--- src/rtl/bcd_counter_8421.sv ---
// ---------------------------------------------------------------------------
// bcd_counter_8421
// Single-decade 8421 BCD up/down counter with a built-in clock prescaler.
// One count step is taken every DIV enabled clocks; a one-cycle carry pulse
// marks the 9->0 (up) or 0->9 (down) wrap so decades can be cascaded.
// The digit output is always a legal BCD code 0-9.
//
// Parameters:
//   DIV      prescaler division ratio, 1 .. 2^32-1
//   PW       prescaler width, derived from DIV (minimum 1)
//
// Ports:
//   clk      system clock, rising edge
//   rst_n    asynchronous active-low reset
//   en       count enable; gates the prescaler
//   up       direction: 1 = up, 0 = down (sampled only on a step)
//   load     synchronous load strobe; priority over stepping
//   load_val BCD value to load (values above 9 load 0)
//   bcd      current digit, registered
//   carry    one-cycle wrap pulse, registered
//
// Optional build macro:
//   BCD_COUNTER_SATURATE_EN  saturate at 9/0 instead of wrapping; carry then
//                            flags each blocked step (overflow/underflow).
// ---------------------------------------------------------------------------
module bcd_counter_8421 #(
  parameter int unsigned DIV = 100000000
) (
  input  logic       clk,
  input  logic       rst_n,
  input  logic       en,
  input  logic       up,
  input  logic       load,
  input  logic [3:0] load_val,
  output logic [3:0] bcd,
  output logic       carry
);

  localparam int unsigned     PW         = (DIV > 1) ? $clog2(DIV) : 1;
  localparam logic [PW-1:0]   PRESC_LAST = PW'(DIV - 1);

  logic [PW-1:0] presc;
  logic          step;
  logic [3:0]    bcd_next;
  logic          carry_next;

  // A step is taken on the last prescaler count of an enabled, non-load clock.
  always_comb begin
    step = en & ~load & (presc == PRESC_LAST);
  end

  // Digit value and carry to commit if a step is taken this clock.
  always_comb begin
    bcd_next   = bcd;
    carry_next = 1'b0;
    if (bcd > 4'd9) begin
      // Illegal code (e.g. upset): recover to 0 without a carry.
      bcd_next = '0;
    end else if (up) begin
      if (bcd == 4'd9) begin
`ifdef BCD_COUNTER_SATURATE_EN
        bcd_next = 4'd9;
`else
        bcd_next = '0;
`endif
        carry_next = 1'b1;
      end else begin
        bcd_next = bcd + 4'd1;
      end
    end else begin
      if (bcd == 4'd0) begin
`ifdef BCD_COUNTER_SATURATE_EN
        bcd_next = '0;
`else
        bcd_next = 4'd9;
`endif
        carry_next = 1'b1;
      end else begin
        bcd_next = bcd - 4'd1;
      end
    end
  end

  always_ff @(posedge clk or negedge rst_n) begin
    if (!rst_n) begin
      presc <= '0;
      bcd   <= '0;
      carry <= 1'b0;
    end else if (load) begin
      presc <= '0;
      bcd   <= (load_val > 4'd9) ? 4'd0 : load_val;
      carry <= 1'b0;
    end else begin
      carry <= 1'b0;
      if (en) begin
        if (step) begin
          presc <= '0;
          bcd   <= bcd_next;
          carry <= carry_next;
        end else begin
          presc <= presc + 1'b1;
        end
      end
    end
  end

endmodule

--- config.mk ---
export PLATFORM = sky130hd
export DESIGN_NAME = bcd_counter_8421
export DESIGN_NICKNAME = d
export VERILOG_FILES = /design/src/rtl/bcd_counter_8421.sv
export SDC_FILE = /design/constraint.sdc
export NUM_CORES = 1
export LEC_CHECK = 0
export CAP_MARGIN = 20
export CORE_ASPECT_RATIO = 2
export CORE_MARGIN = 2
export CORE_UTILIZATION = 59
export DETAILED_ROUTE_END_ITERATION = 6
export PLACE_DENSITY = 0.92
export SLEW_MARGIN = 5
export SYNTH_ARGS = -nofsm -noshare
export SYNTH_HDL_FRONTEND = slang
export SYNTH_SLANG_ARGS = --single-unit
--- constraint.sdc ---
create_clock -name clk -period 3.48 [get_ports clk]
set_input_delay 0.348 -clock clk [delete_from_list [all_inputs] [get_ports clk]]
set_output_delay 0.348 -clock clk [all_outputs]
set_load 0.01 [all_outputs]
---- After elaboration in Yosys (flattened, before gate mapping) ----
Index checks and enable logic that the tools add are counted.
storage, ports and cells
  flip-flop bits (word level) ............. 32
  input port bits ......................... 9
  output and inout bits ................... 5
  logic and storage cells ................. 35
operators by class
  $add $sub $neg .......................... 3
  order comparisons ....................... 2
  equal/unequal tests ..................... 2
  muxes and demuxes ....................... 18
  bitwise logic cells ..................... 3
  reduce and logical (&&, ||, !) cells .... 4
operator list
  operator                                          number
  two-way mux 27 bit                                3
  two-way mux 4 bit                                 8
  adder 27 x 1 -> 27 bit, second input constant     1
  equality test 27 bit, second input constant       1
  > comparator 4 bit, second input constant         2
  two-way mux 1 bit                                 7
  adder 4 x 1 -> 4 bit, second input constant       1
  equality test 4 bit, second input constant        1
  logical NOT 4 bit                                 1
  nonzero test 2 bit                                2
  subtractor 4 x 1 -> 4 bit, second input constant  1
  bitwise AND 1 bit                                 2
  AND reduction 2 bit                               1
  NOT 1 bit                                         1

---- Logic depth before layout (Yosys ltp) ----
Gate-level depths: netlist of run 1.
  depth after elaboration ................. 7
  depth in mapped cells ................... 7
  mapped depth without buffers ............ 5

---- Worst setup path before layout of run 1 ----
Ideal clock, no wire load.
  path type ............................... register to register
  start point ............................. register presc[0]
  end point ............................... register presc[24]
  library setup time ...................... 77 ps
  arrival time ............................ 1,927 ps
  data required time ...................... 3,403 ps
  slack ................................... 1,475 ps
  stages on the path, launching flop included .. 7
  path buffers ............................ 1
  period minus slack after synthesis ...... 2,005 ps
  path through ............................ dfrtp_1 > ha_1 > o2111ai_4 > or3_1 > buf_6 > or4_1 > a21oi_1
on the way
  word-level cells in the longest chain between the ends .. 5
  elaborated cells between the ends (all ways) .. 6
  those cells by class .................... 1 x add/sub; 1 x eq/ne; 3 x mux; 1 x bitwise
ends and longest elaborated chain
  item                                                                            RTL line  source
  start: declaration                                                              42        logic [PW-1:0] presc;
  start signal: assignment                                                        101       presc <= presc + 1'b1;
  parallel branches: the longest is 2 deep, another holds adder 27 x 1 -> 27 bit  -
  two-way mux 27 bit (*)                                                          96        if (step) begin
  two-way mux 27 bit (*)                                                          95        if (en) begin
  two-way mux 27 bit (*)                                                          89        end else if (load) begin
Mark *: on every way between the ends. The select of a mux whose other input is x is not followed.
A chain may end at the register's enable or synchronous reset.

---- Final worst setup path of run 1 ----
  start point ............................. input port load
  end point ............................... register presc[23]
on the way
  word-level cells in the longest chain between the ends .. 6
  elaborated cells between the ends (all ways) .. 7
  those cells by class .................... 3 x mux; 3 x bitwise; 1 x reduce/logical
ends and longest elaborated chain
  item                            RTL line  source
  start: declaration              33        input logic load,
  NOT 1 bit                       49        step = en & ~load & (presc == PRESC_LAST);
  bitwise AND 1 bit (2 in a row)  49
  two-way mux 27 bit              96
  two-way mux 27 bit              95
  two-way mux 27 bit              89
Parallel ways exist; a longest one is shown, timed or not. The select of a mux whose other input is x is not followed.

==> impl_results.md, run 1 <==
- Syn_nets: ~220
- H-tree depth: 2
- Adder-Cell Fraction of Synth Area: less than 1%
- Largest family of logic cells by synthesized area: simple AND/OR/NAND/NOR gates
- Most frequent cells in the layout: dfrtp_1 (32), a21oi_1 (20), nor2_1 (15)
- Die Y: roughly 85 um
- Hold WC Path Type: in2async
- Compound-cell area share of the yosys netlist: between 10% and 20%
- Cell row count: 29
- Worst-path clk slew: 0.06 ns
- Fin nets: roughly 230
- Core area: roughly 3200 sq um
- Simple-gate area share of the yosys netlist: approximately 30%
- Top FF cell, synth: dfrtp_1
- Num CTS Buffers: 5
- Synthesis-to-layout area growth: 11.85%
- Crit end category: flop
- CTS sink cnt: 32
- Avg Vias per Cell: 6.683
- Die area: 3757 sq um
- Final min period: about 2.4 ns
- First-pass GRT wire length: between 7000 and 8000 um
- Layout cells sized above 1: under 10%
- Boundary Pins: 14
- Post-DRT Antenna Nets: 0
- Max cap viols: 0
- Vias in the first global route: 1648
- Hpwl dp: 3186 um
- Crit path DAT: ~2.6 ns
- Leakage power: just under 0.8 nW
- Clk Latency, worst-skew pair: around 0.28 ns
- Commonest non-fill, non-tap cell in the layout: dfrtp_1
- DRT Pass-1 Iters: 4
- XOR/XNOR Fraction of Synth Area: about 6%
- Post-synthesis mux area share: 0%
- Ys Warns: 0
- Synth Register Bits: 32
- Largest net degree at the start of global routing: 33
- Critical Path RT: about 3.7 ns
- Final-report hold violation count: 0
- WL per Instance: approximately 17 um
- Startpoint types: input pin
- Worst clock skew: approximately 0.0045 ns
- Relative slew margins: between 60 and 70%
- Antenna violations before repair: 0
- CTS Hold Bufs: 0
- Slew @ Worst Pin: approximately 0.52 ns
- Critical path class: in2reg
- Pre-CTS WS: ~0.83 ns
- RSZ-0062 raised after global routing: no
- Longest Clk Path Bufs: 2
- Cells after Synth: roughly 210
- Remaining DRCs: 0
- Peak VDD IR: 0.3430 mV
- Horiz. Die Dim: ~44 um
- # diodes: 0
- Number of synthesized flops with an enable pin: 0
- Post-Route WL: about 4400 um
- Via count: 1684
- PD cells: around 350 nW/um^2
- Final setup margin: about 1.1 ns
- CTS tree: built
- Unique masters post-synth: 42
- Setup tns final: 0 ns
- Final setup viols: 0
- # port buffers: 13
- Mapped cell area: roughly 1900 sq um
- Max Slew Vio Count: 0
- Initial Util: 60.88%
- Final period util: 69.24%
- Drt initial violations: 40
- Post-CTS resize count: 0
- Post-synth ARST share: 100.0%
- Clock root cell: clkbuf_8
- CP max FO: 14
- Post-CTS setup buffers: 0
- All-Layer GR Usage: 26.70%
- Syn_area_per_cell: ~9.2 sq um
- Gr ovfl total: 0
- Result of the run: finished, final reports clean
- Seq/Total Area, Yosys: 41.67%
- GP Congestion: roughly 0.90
- FMAX: 0.4150 GHz
## sequential cells by signal (all words and copies together) (netlist names)
name,count
presc,27
carry,1
bcd,4
## critical path: stages
cell and delay (ns):
clkdlybuf4s50_1 0.75, nor2_1 0.18, or4_4 0.64, or4_1 0.51
a21oi_1 0.18
## power breakdown
part	total [mW]	internal [mW]	switching (mW)	leakage, nW
combinational	0.0634	0.0289	0.0345	0.286
sequential	0.390	0.377	0.0122	0.441
clock	0.299	0.176	0.124	0.0503
## path summary, 6_finish.rpt
| check | start | to | slack (ns) | cells past startpoint |
|---|---|---|---|---|
| max in group asynchronous | rst_n | presc[6] | 2.72 | 2 |
| min | rst_n | bcd[0] | 0.46 | 2 |
| max reg2reg | presc[0] | presc[2] | 1.24 | 6 |
| min reg2reg | presc[24] | presc[24] | 0.58 | 2 |
| max | load | presc[23] | 1.07 | 5 |
| min in group clk | presc[24] | presc[24] | 0.58 | 2 |
## per-stage QoR
step	util [%]	area (sq um)	instances	hold slack, ns	power [mW]
5_1_grt	68.09	2150	252	0.5058	0.7839
6_report	68.09	2150	252	0.4603	0.7522
2_1_floorplan	-	1922	209	0.05241	0.4252
4_1_cts	68.09	2150	252	0.4830	0.7611
3_3_place_gp	65.04	2053	245	0.5444	0.4578
3_5_place_dp	65.04	2053	245	0.5707	0.4601
## cells in the mapped netlist, types with 3 or more instances
library cell / number / area [sq um]
o21ai_0: 13 / 65.06
clkbuf_1: 6 / 22.52
nand2_1: 12 / 45.04
o31ai_1: 8 / 60.06
or3_1: 8 / 50.05
nor2_1: 15 / 56.30
and4_1: 5 / 43.79
buf_2: 3 / 15.01
nor4_1: 7 / 43.79
nand4_1: 10 / 62.56
nand3_1: 8 / 40.04
xor2_1: 4 / 35.03
dfrtp_1: 32 / 800.8
a21oi_1: 20 / 100.1
xnor2_1: 9 / 78.83
inv_1: 6 / 22.52
nor4b_1: 3 / 26.28
or4_1: 9 / 67.56
nor3_1: 3 / 15.01
## cell type report
class	count	area, sq um
repair buffers	16	152.6
flip-flops and latches	32	800.8
inverters	6	22.52
clock buffers	7	96.34
well taps	31	38.79
multi-input cells	160	1039
fillers	242	1007
## per-layer routing
| metal | share of wire (%) | GRT usage (%) | vias up | wire [um] |
|---|---|---|---|---|
| li1 | - | - | 817 | - |
| met5 | 0 | 0 | - | 0 |
| met3 | 3.3 | 4.086 | 12 | 144 |
| met1 | 37 | 29.09 | 813 | 1625 |
| met4 | 3.2 | 14.60 | 0 | 141 |
| met2 | 56 | 46.66 | 42 | 2476 |
## cells by family (layout without fill, tap and decap cells)
| group | after synthesis | in the layout |
|---|---|---|
| AOI/OAI and AO/OA | 53 | 53 |
| xor gates and xnor gates | 13 | 13 |
| adders and majority gates | 1 | 1 |
| buffers and inverters | 17 | 29 |
| DFF | 32 | 32 |
| and+or+nand+nor | 93 | 93 |
No activity file was read; power rests on OpenSTA's default activity.
==> run 2, diff against run 1 <==
--- a/config.mk
+++ b/config.mk
@@ -8,9 +8,9 @@
 export CAP_MARGIN = 20
 export CORE_ASPECT_RATIO = 2
 export CORE_MARGIN = 2
-export CORE_UTILIZATION = 59
+export CORE_UTILIZATION = 58
 export DETAILED_ROUTE_END_ITERATION = 6
-export PLACE_DENSITY = 0.92
+export PLACE_DENSITY = 0.91
 export SLEW_MARGIN = 5
 export SYNTH_ARGS = -nofsm -noshare
 export SYNTH_HDL_FRONTEND = slang
==> constraint.sdc (replaced) <==
create_clock -name clk -period 2.4 [get_ports clk]
set_input_delay 0.24 -clock clk [delete_from_list [all_inputs] [get_ports clk]]
set_output_delay 0.24 -clock clk [all_outputs]
set_load 0.01 [all_outputs]
==> run 2 against run 1 <==
Clock skew is 0.0028 ns higher. Utilization is 2.2 points higher. Sequential power is 45% higher. Critical path type is now reg2reg. Sequential share of layout area is 1.2 points lower. Cell count is 3.6% higher. Non-clock buffer count is 8 higher. Clock-buffer cell count is 1 lower. Register-to-register slack worse by 1.1 ns. Cell area is 3.2% higher. Clock power is 43% higher. Combinational power is 54% higher.
==> impl_results.md, run 2 (same netlist as run 1, synthesis figures left out) <==
- Synthesis-to-layout area growth: 15.43%
- Post-DRT Antenna Nets: 0
- Final setup margin: roughly 0.11 ns
- CTS sink cnt: 32
- Worst-path clk slew: approximately 0.070 ns
- Antenna violations before repair: 0
- Commonest non-fill, non-tap cell in the layout: dfrtp_1
- Post-CTS setup buffers: 0
- Slew @ Worst Pin: between 0.6 and 0.7 ns
- Via count: 1810
- Worst clock skew: approximately 0.0073 ns
- H-tree depth: 2
- Final min period: approximately 2.3 ns
- Post-Route WL: 4620 um
- Boundary Pins: 14
- Vias in the first global route: 1730
- All-Layer GR Usage: approximately 27%
- Crit path DAT: about 2.5 ns
- Placed Area: 2126 sq um
- Placed Cells incl. Taps: about 250
- Fin area: about 2200 sq um
- Hpwl dp: between 3000 and 4000 um
- GP Congestion: around 0.86
- Net switching power: ~0.27 mW
- Drt initial violations: 67
- # diodes: 0
- Avg Vias per Cell: 6.935
- Die area: roughly 3800 sq um
- Longest Clk Path Bufs: 2
- PD cells: ~500 nW/um^2
- Gr ovfl total: 0
- Die Y: 85.41 um
- Hold WC Path Type: in2async
- Power share of the clock group: about two fifths
- Initial Util: between 60 and 70%
- Clock root cell: clkbuf_8
- # port buffers: 13
- Final Util: between 70% and 80%
- Biggest regs: presc (27), bcd (4), carry (1)
- Max Slew Vio Count: 0
- Most frequent cells in the layout: dfrtp_1 (32), a21oi_1 (20), nor2_1 (15)
- Horiz. Die Dim: between 40 and 50 um
- Setup tns final: 0 ns
- Crit end category: flop
- Remaining DRCs: 0
- Pre-CTS WS: -0.1489 ns
- Startpoint types: flop
- Clk Latency, worst-skew pair: slightly below 0.3 ns
- Non-Filler Instances: around 260
- Final setup viols: 0
- CTS Hold Bufs: 0
- Switching Fraction: 24.64%
- Final period util: a little over nine tenths
- RSZ-0062 raised after global routing: no
- Critical path class: reg2reg
- Combinational Power Share: 8.9%
- Leakage power: 0.8206 nW
- CP max FO: 7
- Max reg flops: 27
- Cell row count: 29
- Relative slew margins: 55.09%
- Hold Slack: ~0.34 ns
- Num CTS Buffers: 5
- Final-report hold violation count: 0
- CTS tree: built
- Result of the run: finished, final reports clean
- Post-CTS resize count: 0
- DRT Pass-1 Iters: 4
- Sequential share of power: between 50% and 60%
- Internal Power: 0.8225 mW
- Critical Path RT: between 2 and 3 ns
- FMAX: roughly 0.44 GHz
- Fin nets: around 240
- Core area: roughly 3200 sq um
- Total power draw: between 1 and 1.5 mW
- First-pass GRT wire length: approximately 7600 um
- WL per Instance: between 15 and 20 um
- Largest reg by FF count: presc
- Peak VDD IR: 0.5205 mV
- Largest net degree at the start of global routing: 33
- Max cap viols: 0
- Layout cells sized above 1: between 10% and 20%
## run 2: critical path: stages, from the launching register on
cell and delay, ns:
dfrtp_1 0.43, ha_1 0.28, nand3_1 0.16, or4_1 0.69, nor4_1 0.47, o31ai_1 0.13
## run 2: layer usage
layer | track usage (%) | routed length [um]
met2 | 46.38 | 2472
met5 | 0 | 0
met3 | 5.957 | 255
met4 | 19.01 | 232
met1 | 27.79 | 1660
## run 2: area by class of cell
class                           instances  area, sq um
Timing Repair Buffer                   24        225.2
Clock inverter                          2        10.01
Clock buffer                            6        82.58
Fill cell                             227        938.4
Inverter                                6        22.52
Multi-Input combinational cell        160         1039
Sequential cell                        32        800.8
Tap cell                               31        38.79
## run 2: power groups by stage
| stage | registers, mW | clock network (mW) | logic, mW |
|---|---|---|---|
| 2_1_floorplan | 0.567 | 0 | 0.0496 |
| 3_3_place_gp | 0.574 | 0 | 0.0961 |
| 3_5_place_dp | 0.575 | 0 | 0.0975 |
| 4_1_cts | 0.564 | 0.438 | 0.0979 |
| 5_1_grt | 0.566 | 0.461 | 0.106 |
| 6_report | 0.565 | 0.429 | 0.0974 |
## run 2: worst paths after layout
check | startpoint | slack (ns) | to | cells past startpoint
setup / recovery | presc[0] | 0.11 | bcd[1] | 5
hold reg to reg | presc[24] | 0.56 | presc[24] | 2
hold / removal | rst_n | 0.34 | bcd[3] | 2
min in group clk | load_val[0] | 0.56 | bcd[0] | 3
max in group asynchronous | rst_n | 1.75 | presc[17] | 2
setup reg to reg | presc[0] | 0.11 | bcd[1] | 5
==> run 3, diff against run 2 <==
--- a/config.mk
+++ b/config.mk
@@ -8,9 +8,9 @@
 export CAP_MARGIN = 20
 export CORE_ASPECT_RATIO = 2
 export CORE_MARGIN = 2
-export CORE_UTILIZATION = 58
+export CORE_UTILIZATION = 54
 export DETAILED_ROUTE_END_ITERATION = 6
-export PLACE_DENSITY = 0.91
+export PLACE_DENSITY = 0.86
 export SLEW_MARGIN = 5
 export SYNTH_ARGS = -nofsm -noshare
 export SYNTH_HDL_FRONTEND = slang
==> run 3 against run 2 <==
Cell count is 6.9% higher. Flip-flop and latch count did not move. Clock skew rose by 0.0058 ns. Wire length shrank 5.6%. Critical path depth increased by 2. First-iteration DRC count decreased by 22%. Utilization decreased by 4.0 points. Via count down 3.1%. Largest power group unchanged.
==> impl_results.md, run 3 (same netlist as run 1, synthesis figures left out) <==
- Result of the run: finished, final reports clean
- Crit path max-delay family: simple AND/OR/NAND/NOR gates
- Crit path launch: presc[0]
- CP Buf/Inv Count: 2
- Clk Latency, worst-skew pair: 0.29 ns
- Slew @ Worst Pin: between 0.6 and 0.7 ns
- Power share of the clock group: a little over two fifths
- Crit-path cells: ha_1, nand3_1, nor4_1, buf_4, nand2_1, a2111oi_0, buf_4
- Crit path largest cell delay: around 0.50 ns
- Horiz. Die Dim: about 46 um
- Worst-path clk slew: around 0.070 ns
- Initial Util: between 50% and 60%
- FMAX: ~0.46 GHz
- First-pass GRT wire length: 7334 um
- Sequential share of power: 47.9%
- Longest Clk Path Bufs: 2
- RSZ-0062 raised after global routing: no
- Total power draw: 1.179 mW
- Via count: 1753
- Drt initial violations: 52
- Hpwl dp: 3124 um
- Antenna violations before repair: 0
- Net switching power: roughly 0.28 mW
- Final period util: 91.08%
- Layout cells sized above 1: between 10 and 15%
- WL per Instance: roughly 16 um
- CTS tree: built
- Remaining DRCs: 0
- # port buffers: 13
- Num CTS Buffers: 5
- Final Util: between 60% and 70%
- Max cap viols: 0
- Combinational Power Share: under 10%
- Startpoint types: flop
- H-tree depth: 2
- Cell row count: 30
- Most frequent cells in the layout: dfrtp_1 (32), a21oi_1 (20), nor2_1 (15)
- Largest net degree at the start of global routing: 33
- Fin nets: 240
- Final-report hold violation count: 0
- Peak VDD IR: approximately 0.55 mV
- CP max FO: 6
- Crit end category: flop
- Final min period: 2.186 ns
- Synthesis-to-layout area growth: 17.71%
- Final setup viols: 0
- PD cells: roughly 520 nW/um^2
- Die Y: 88.37 um
- Critical path class: reg2reg
- Biggest regs: presc (27), bcd (4), carry (1)
- Filler cell count: 286
- Crit path DAT: roughly 2.4 ns
- Commonest non-fill, non-tap cell in the layout: dfrtp_1
- Critical Path RT: between 2 and 3 ns
- # diodes: 0
- Avg Vias per Cell: ~6.3
- R2r startpoint: presc[0]
- Post-DRT Antenna Nets: 0
- Setup tns final: 0 ns
- All-Layer GR Usage: between 20% and 30%
- Most used cell, CP: buf_4
- CP max stage cell: a2111oi_0
- Hold WC Path Type: in2async
- Leakage power: 0.8303 nW
- Max reg flops: 27
- Max Slew Vio Count: 0
- Post-Route WL: between 4000 and 5000 um
- CTS sink cnt: 32
- Gr ovfl total: 0
- DRT Pass-1 Iters: 4
- Post-CTS setup buffers: 0
- Boundary Pins: 14
- Clock root cell: clkbuf_8
- Die area: approximately 4100 sq um
- Vias in the first global route: roughly 1600
- Largest reg by FF count: presc
- GP Congestion: 0.8332
- Switching Fraction: 23.53%
- Internal Power: around 0.9 mW
- Core area: about 3400 sq um
- CTS Hold Bufs: 0
- Post-CTS resize count: 0
- Relative slew margins: a little under three fifths
- Worst clock skew: 0.01305 ns
[run 3: cell count changes in the layout (fill, tap and decap cells not counted), sizes merged]
cell / delta
buf: +1
bufinv: +1
clkinv: -1
[run 3: cell type report]
class | count | area (sq um) | area share [%]
inverters | 6 | 22.52 | 0.9956
clock inverters | 2 | 35.03 | 1.549
well taps | 48 | 60.06 | 2.655
clock buffers | 6 | 72.57 | 3.208
repair buffers | 25 | 232.7 | 10.29
multi-input cells | 160 | 1039 | 45.91
flip-flops and latches | 32 | 800.8 | 35.40
[run 3: metal layers]
metal	GRT usage, %	share of wire, %
met5	0	0
met2	43.69	56
met4	9.870	2.4
met1	26.96	39
met3	4.694	2.8
[run 3: through the flow]
stage / std cells / setup slack, ns / cell area (sq um) / hold WS, ns
global route: 279 / 0.006277 / 2262 / 0.4016
CTS: 279 / 0.2451 / 2262 / 0.3673
finish: 279 / 0.2142 / 2262 / 0.3487
global placement: 271 / 0.1372 / 2155 / 0.5399
floorplan: 209 / 0.3951 / 1922 / -0.05559
detailed placement: 271 / 0.1089 / 2155 / 0.5630
[run 3: worst paths after layout]
| path | cells after the start | slack (ns) | endpoint |
|---|---|---|---|
| hold reg to reg | 2 | 0.58 | presc[23] |
| setup / recovery | 7 | 0.21 | carry |
| min in group clk | 2 | 0.58 | presc[23] |
| hold / removal | 2 | 0.35 | presc[17] |
| max in group asynchronous | 2 | 1.75 | presc[13] |
| setup reg to reg | 7 | 0.21 | carry |
[run 3: power groups by stage]
stage                     Clock [mW]  Sequential [mW]  Combinational, mW
after global routing           0.548            0.567              0.109
after floorplan                    0            0.567             0.0496
after detailed placement           0            0.574             0.0980
after CTS                      0.522            0.564             0.0986
final                          0.517            0.564             0.0975
after global placement             0            0.573             0.0966
[run 3: worst reg2reg max path: cells and delay by family, from the launching register on]
kind | cells | cell delay (ns)
AOI/OAI and AO/OA | 1 | 0.50
adders and majority gates | 1 | 0.29
DFF | 1 | 0.43
and+or+nand+nor | 3 | 0.51
buffers and inverters | 2 | 0.40
==> variant 1 (settings of run 2) <==
Build with the macro `BCD_COUNTER_SATURATE_EN` defined.
--- a/src/rtl/bcd_counter_8421.sv
+++ b/src/rtl/bcd_counter_8421.sv
@@ -23,6 +23,8 @@
 //   BCD_COUNTER_SATURATE_EN  saturate at 9/0 instead of wrapping; carry then
 //                            flags each blocked step (overflow/underflow).
 // ---------------------------------------------------------------------------
+`define BCD_COUNTER_SATURATE_EN
+
 module bcd_counter_8421 #(
   parameter int unsigned DIV = 100000000
 ) (
Function: same outputs for any inputs over 10 cycles, from zero or initial values and one cycle with rst_n low; that may be too few to reach the edited logic, so the function may still have changed.
==> variant 1 against run 2 <==
Global-route usage is 1.8 points higher. Sequential share of layout area down 1.9 points. Sequential cell count unchanged. Power grew 3.9%. Setup slack better by 0.043 ns. Routed wire length rose by 10%. Area after synthesis grew 4.0%. Clock skew up 0.0046 ns. Cell count is 8.0% higher. Final area increased by 5.5%. Synthesized cell count is 7.7% higher. Critical endpoint is now carry. Largest cell class unchanged.
==> variant 1: results (changes against run 2) <==
Run status
  • Status: finished, final reports clean

Finish
  • Share of cells above drive strength 1: 14.0% (+2.7 points)
  • N_diodes: 0 (unchanged)
  • Nets@finish: 259 (+8.4%)
  • Largest registers: presc x27, bcd x4, carry x1

Global route
  • M1 GR Usage: 28.7% (+0.87 points)
  • Pin count of the biggest net entering global routing: 33 (unchanged)
  • Met3 Use GR: 5.39% (-0.56 points)
  • First-pass GRT wire length: 8.47 mm (+11%)
  • Total track usage: 29.1% (+1.8 points)
  • Met2 usage: 51.7% (+5.4 points)

Placement
  • Gpl congestion: 0.878 (+2.6%)
  • Setup WS pre-CTS: -0.0418 ns (+0.107 ns)
  • Port-buffer cells: 13 (unchanged)
  • Placed Instances: 274 (+8.3%)
  • Dpl cell area: 2250 um^2 (+5.7%)
  • Detailed placement HPWL: 3.82 mm (+15%)

Route
  • Drt pass-1 iters: 4 (unchanged)
  • Via count: 1924 (+6.3%)
  • DRT Wirelength: 5.09 mm (+10%)
  • Iteration-0 DRC Markers: 78 (+16%)
  • Routed len/inst: 18.0 um (+1.9%)

Critical path
  • CP peak stage delay: 0.52 ns (-0.17 ns)
  • Delay-heaviest family, CP: simple AND/OR/NAND/NOR gates
  • Worst-path fanout max: 15 (+8)
  • Worst path slowest cell: or4b_1

Synth
  • Post-Syn Instances: 225 (+7.7%)
  • Part of the Yosys area used for sequential elements: 40.1% (-1.6 points)
  • Synth area leaders: dfrtp_1, a21oi_1, or4_1, nor2_1, xnor2_1
  • Post-synth ARST share: 100% (unchanged)
  • Most frequent cells after synthesis: dfrtp_1, nor2_1, a21oi_1
  • Net Count, Synth: 235 (+7.3%)
  • Netlist cell types: 51 (+21%)
  • Yosys Warn Count: 0 (unchanged)

Clock tree
  • Clock latency on the worst-skew pair: 0.29 ns (about the same)
  • Number of CTS-inserted buffers: 5 (unchanged)
  • Root Buffer: clkbuf_8
  • H-tree levels: 2 (unchanged)
  • Post-CTS resize count: 0 (unchanged)

STA
  • Slew headroom: 69.6% (+14 points)
  • Skew final: 0.0118 ns (+0.00456 ns)

Pwr
  • VDD IR max: 0.000472 V (-9.4%)
  • Leakage: 0.854 nW (+4.1%)
variant 1: cell count changes after synthesis, moves of 3 or more:
cell,delta
and4_1,-4
nor2_1,+4
nor4b_1,-3
o211ai_1,+5
nand2_1,+5
clkbuf_1,+3
o31ai_1,-4
variant 1: cells by family (layout without fill, tap and decap cells):
logic type / Yosys count / count (layout) / synth area share, %
and+or+nand+nor: 100 / 100 / 28.6
buffers and inverters: 22 / 47 / 5.13
DFF: 32 / 32 / 40.1
AOI/OAI and AO/OA: 59 / 59 / 20.8
xor gates and xnor gates: 11 / 11 / 4.82
adders and majority gates: 1 / 1 / 0.626
variant 1: path summary, 6_finish.rpt:
path	slack, ns	cells past startpoint	end	start
worst max register to register	0.15	5	carry	presc[25]
min in group clk	0.57	2	presc[26]	presc[26]
worst max-delay path	0.15	5	carry	presc[25]
max in group asynchronous	1.74	2	presc[17]	rst_n
worst min register to register	0.57	2	presc[26]	presc[26]
worst min-delay path	0.35	2	presc[8]	rst_n
variant 1: area by class of cell:
class	count	area, um^2
Clock buffer	6	82.6
Clock inverter	2	10.0
Inverter	7	26.3
Sequential cell	32	801
Timing Repair Buffer	32	285
Multi-Input combinational cell	171	1090
Fill cell	269	1000
Tap cell	32	40.0
variant 1: report_power, final:
part	internal [mW]	switching, mW
sequential	0.550	0.0238
clock	0.228	0.203
combinational	0.0616	0.0669
variant 1: routing by layer:
| layer | vias to the layer above | part of all wire (%) |
|---|---|---|
| met5 | - | 0 |
| met4 | 0 | 5.7 |
| met3 | 26 | 4.4 |
| met2 | 70 | 55 |
| met1 | 924 | 35 |
| li1 | 904 | - |
variant 1: metrics by stage:
stage	utilization [%]	total power [mW]
3_3_place_gp	67.3	0.709
3_5_place_dp	67.3	0.713
6_report	70.0	1.13
5_1_grt	70.0	1.17
2_1_floorplan	-	0.644
4_1_cts	70.0	1.14
==> variant 2 (settings of run 2) <==
Made on the original files. Add an input register stage for `en`, `up`, `load` and `load_val`, without a reset; this delays them by one clock.
--- a/src/rtl/bcd_counter_8421.sv
+++ b/src/rtl/bcd_counter_8421.sv
@@ -39,6 +39,18 @@
   localparam int unsigned     PW         = (DIV > 1) ? $clog2(DIV) : 1;
   localparam logic [PW-1:0]   PRESC_LAST = PW'(DIV - 1);
 
+  logic en_q;
+  logic up_q;
+  logic load_q;
+  logic [3:0] load_val_q;
+
+  always_ff @(posedge clk) begin
+    en_q       <= en;
+    up_q       <= up;
+    load_q     <= load;
+    load_val_q <= load_val;
+  end
+
   logic [PW-1:0] presc;
   logic          step;
   logic [3:0]    bcd_next;
@@ -46,7 +58,7 @@
 
   // A step is taken on the last prescaler count of an enabled, non-load clock.
   always_comb begin
-    step = en & ~load & (presc == PRESC_LAST);
+    step = en_q & ~load_q & (presc == PRESC_LAST);
   end
 
   // Digit value and carry to commit if a step is taken this clock.
@@ -56,7 +68,7 @@
     if (bcd > 4'd9) begin
       // Illegal code (e.g. upset): recover to 0 without a carry.
       bcd_next = '0;
-    end else if (up) begin
+    end else if (up_q) begin
       if (bcd == 4'd9) begin
 `ifdef BCD_COUNTER_SATURATE_EN
         bcd_next = 4'd9;
@@ -86,13 +98,13 @@
       presc <= '0;
       bcd   <= '0;
       carry <= 1'b0;
-    end else if (load) begin
+    end else if (load_q) begin
       presc <= '0;
-      bcd   <= (load_val > 4'd9) ? 4'd0 : load_val;
+      bcd   <= (load_val_q > 4'd9) ? 4'd0 : load_val_q;
       carry <= 1'b0;
     end else begin
       carry <= 1'b0;
-      if (en) begin
+      if (en_q) begin
         if (step) begin
           presc <= '0;
           bcd   <= bcd_next;
Behaviour: not the same (a bounded check fails within 4 cycles, from zero or initial values and one cycle with rst_n low).
==> variant 2 against run 2 <==
Sequential power grew 23%. Power grew 11%. Die area grew 7.3%. Setup slack better by 0.28 ns. Non-clock buffer count shrank 6. Sequential cell count grew 7. Area after synthesis up 7.8%. Final area is 4.1% higher. Hold slack lost 0.0026 ns. Routed wire length decreased by 6.7%. Count of clock-buffer cells in the layout rose by 1. Largest power group unchanged.
==> variant 2: results (changes against run 2) <==
Finish
  • # clk buffers: 7 (+1)
  • Non-clock inverter count: 1 (-5)
  • Area Growth Syn to Fin: 11.4%
  • Clock buf/inv share: 3.52% (-0.65 points)
  • Non-Clock Buffer Count: 18 (-25%)
  • Multi-Input Combinational: 163 (+1.9%)
  • Nets@finish: 238 (-0.42%)
  • Share of cells above drive strength 1: 11.4% (+0.049 points)
  • Non-clk buf share: 7.26% (-2.9 points)
  • Num sequential: 39 (+22%)
  • Fin cells: 277 (+6.1%)
  • Multi-input gate area in the final layout: 1050 um^2 (+1.6%)
  • Final Cell Area: 2310 um^2 (+4.1%)

Critical path
  • CP peak stage delay: 0.55 ns (-0.14 ns)
  • Worst path arrival time: 2.20 ns (-0.25 ns)
  • Worst R2R Path Depth: 6 (+1)

Synth
  • Netlist cell types: 43 (+2.4%)
  • Most frequent cells after synthesis: dfrtp_1, nand3_1, nor2_1
  • Synth area leaders: dfrtp_1, dfxtp_1, xor2_1, nand3_1, nor2_1
  • Post-synth ARST share: 82.1% (-18 points)
  • Part of the Yosys area used for sequential elements: 45.4% (+3.7 points)

Global route
  • Total track usage: 24.5% (-2.8 points)
  • M1 GR Usage: 23.7% (-4.1 points)
  • Met2 usage: 43.3% (-3.1 points)
  • Vias in the first global route: 1653 (-4.5%)
  • Met3 Use GR: 5.10% (-0.86 points)

STA
  • Skew final: 0.00929 ns (+0.00202 ns)
  • Worst-margin pin slew: 0.495 ns (-0.162 ns)

Placement
  • Setup WS pre-CTS: 0.396 ns (+0.545 ns)
  • Dpl cell area: 2230 um^2 (+4.8%)
  • Placed Instances: 269 (+6.3%)
  • Detailed placement HPWL: 3.18 mm (-4.3%)

Pwr
  • Leakage: 0.906 nW (+10%)
  • Total combinational power: 0.0930 mW (-4.5%)
  • VDD IR max: 0.000421 V (-19%)
  • Net Sw Power: 0.292 mW (+8.7%)
  • Clk power: 0.425 mW (-0.9%)

Route
  • DR WL met3: 113 um (-56%)
  • M1 WL: 1.64 mm (-1.1%)
  • DRT Wirelength: 4.31 mm (-6.7%)
  • DR vias/cell: 5.98 (-14%)

Run status
  • Status: finished, final reports clean
[variant 2: cell types whose count changed in the layout (fill, tap and decap cells not counted), sizes merged, moves of 9 or more]
cell	delta
nor2	+19
nand3	+19
xor2	+11
or4	-10
o21ai	-9
a21oi	-17
[variant 2: cells by family after synthesis]
family,synth area share [%]
compound gates,8.33
buf+inv,3.68
simple gates,31.6
fa+ha+maj,0.604
mux,1.93
flops,45.4
xor+xnor,8.45
[variant 2: worst paths after layout]
path	start	slack, ns	to
worst max-delay path	presc[8]	0.39	bcd[1]
worst min-delay path	rst_n	0.34	bcd[0]
worst max register to register	presc[8]	0.39	bcd[1]
worst min register to register	load_val_q[0]	0.44	bcd[0]
max in group asynchronous	rst_n	1.76	presc[13]
min in group clk	load_val[2]	0.38	load_val_q[2]
[variant 2: worst max-delay path, delay by kind of cell, from the launching register on]
family,cells,cell delay (ns)
AO/OA/AOI/OAI,1,0.08
flip-flops,1,0.44
AND/OR/NAND/NOR,3,0.97
buffers and inverters,1,0.21
multiplexers,1,0.20
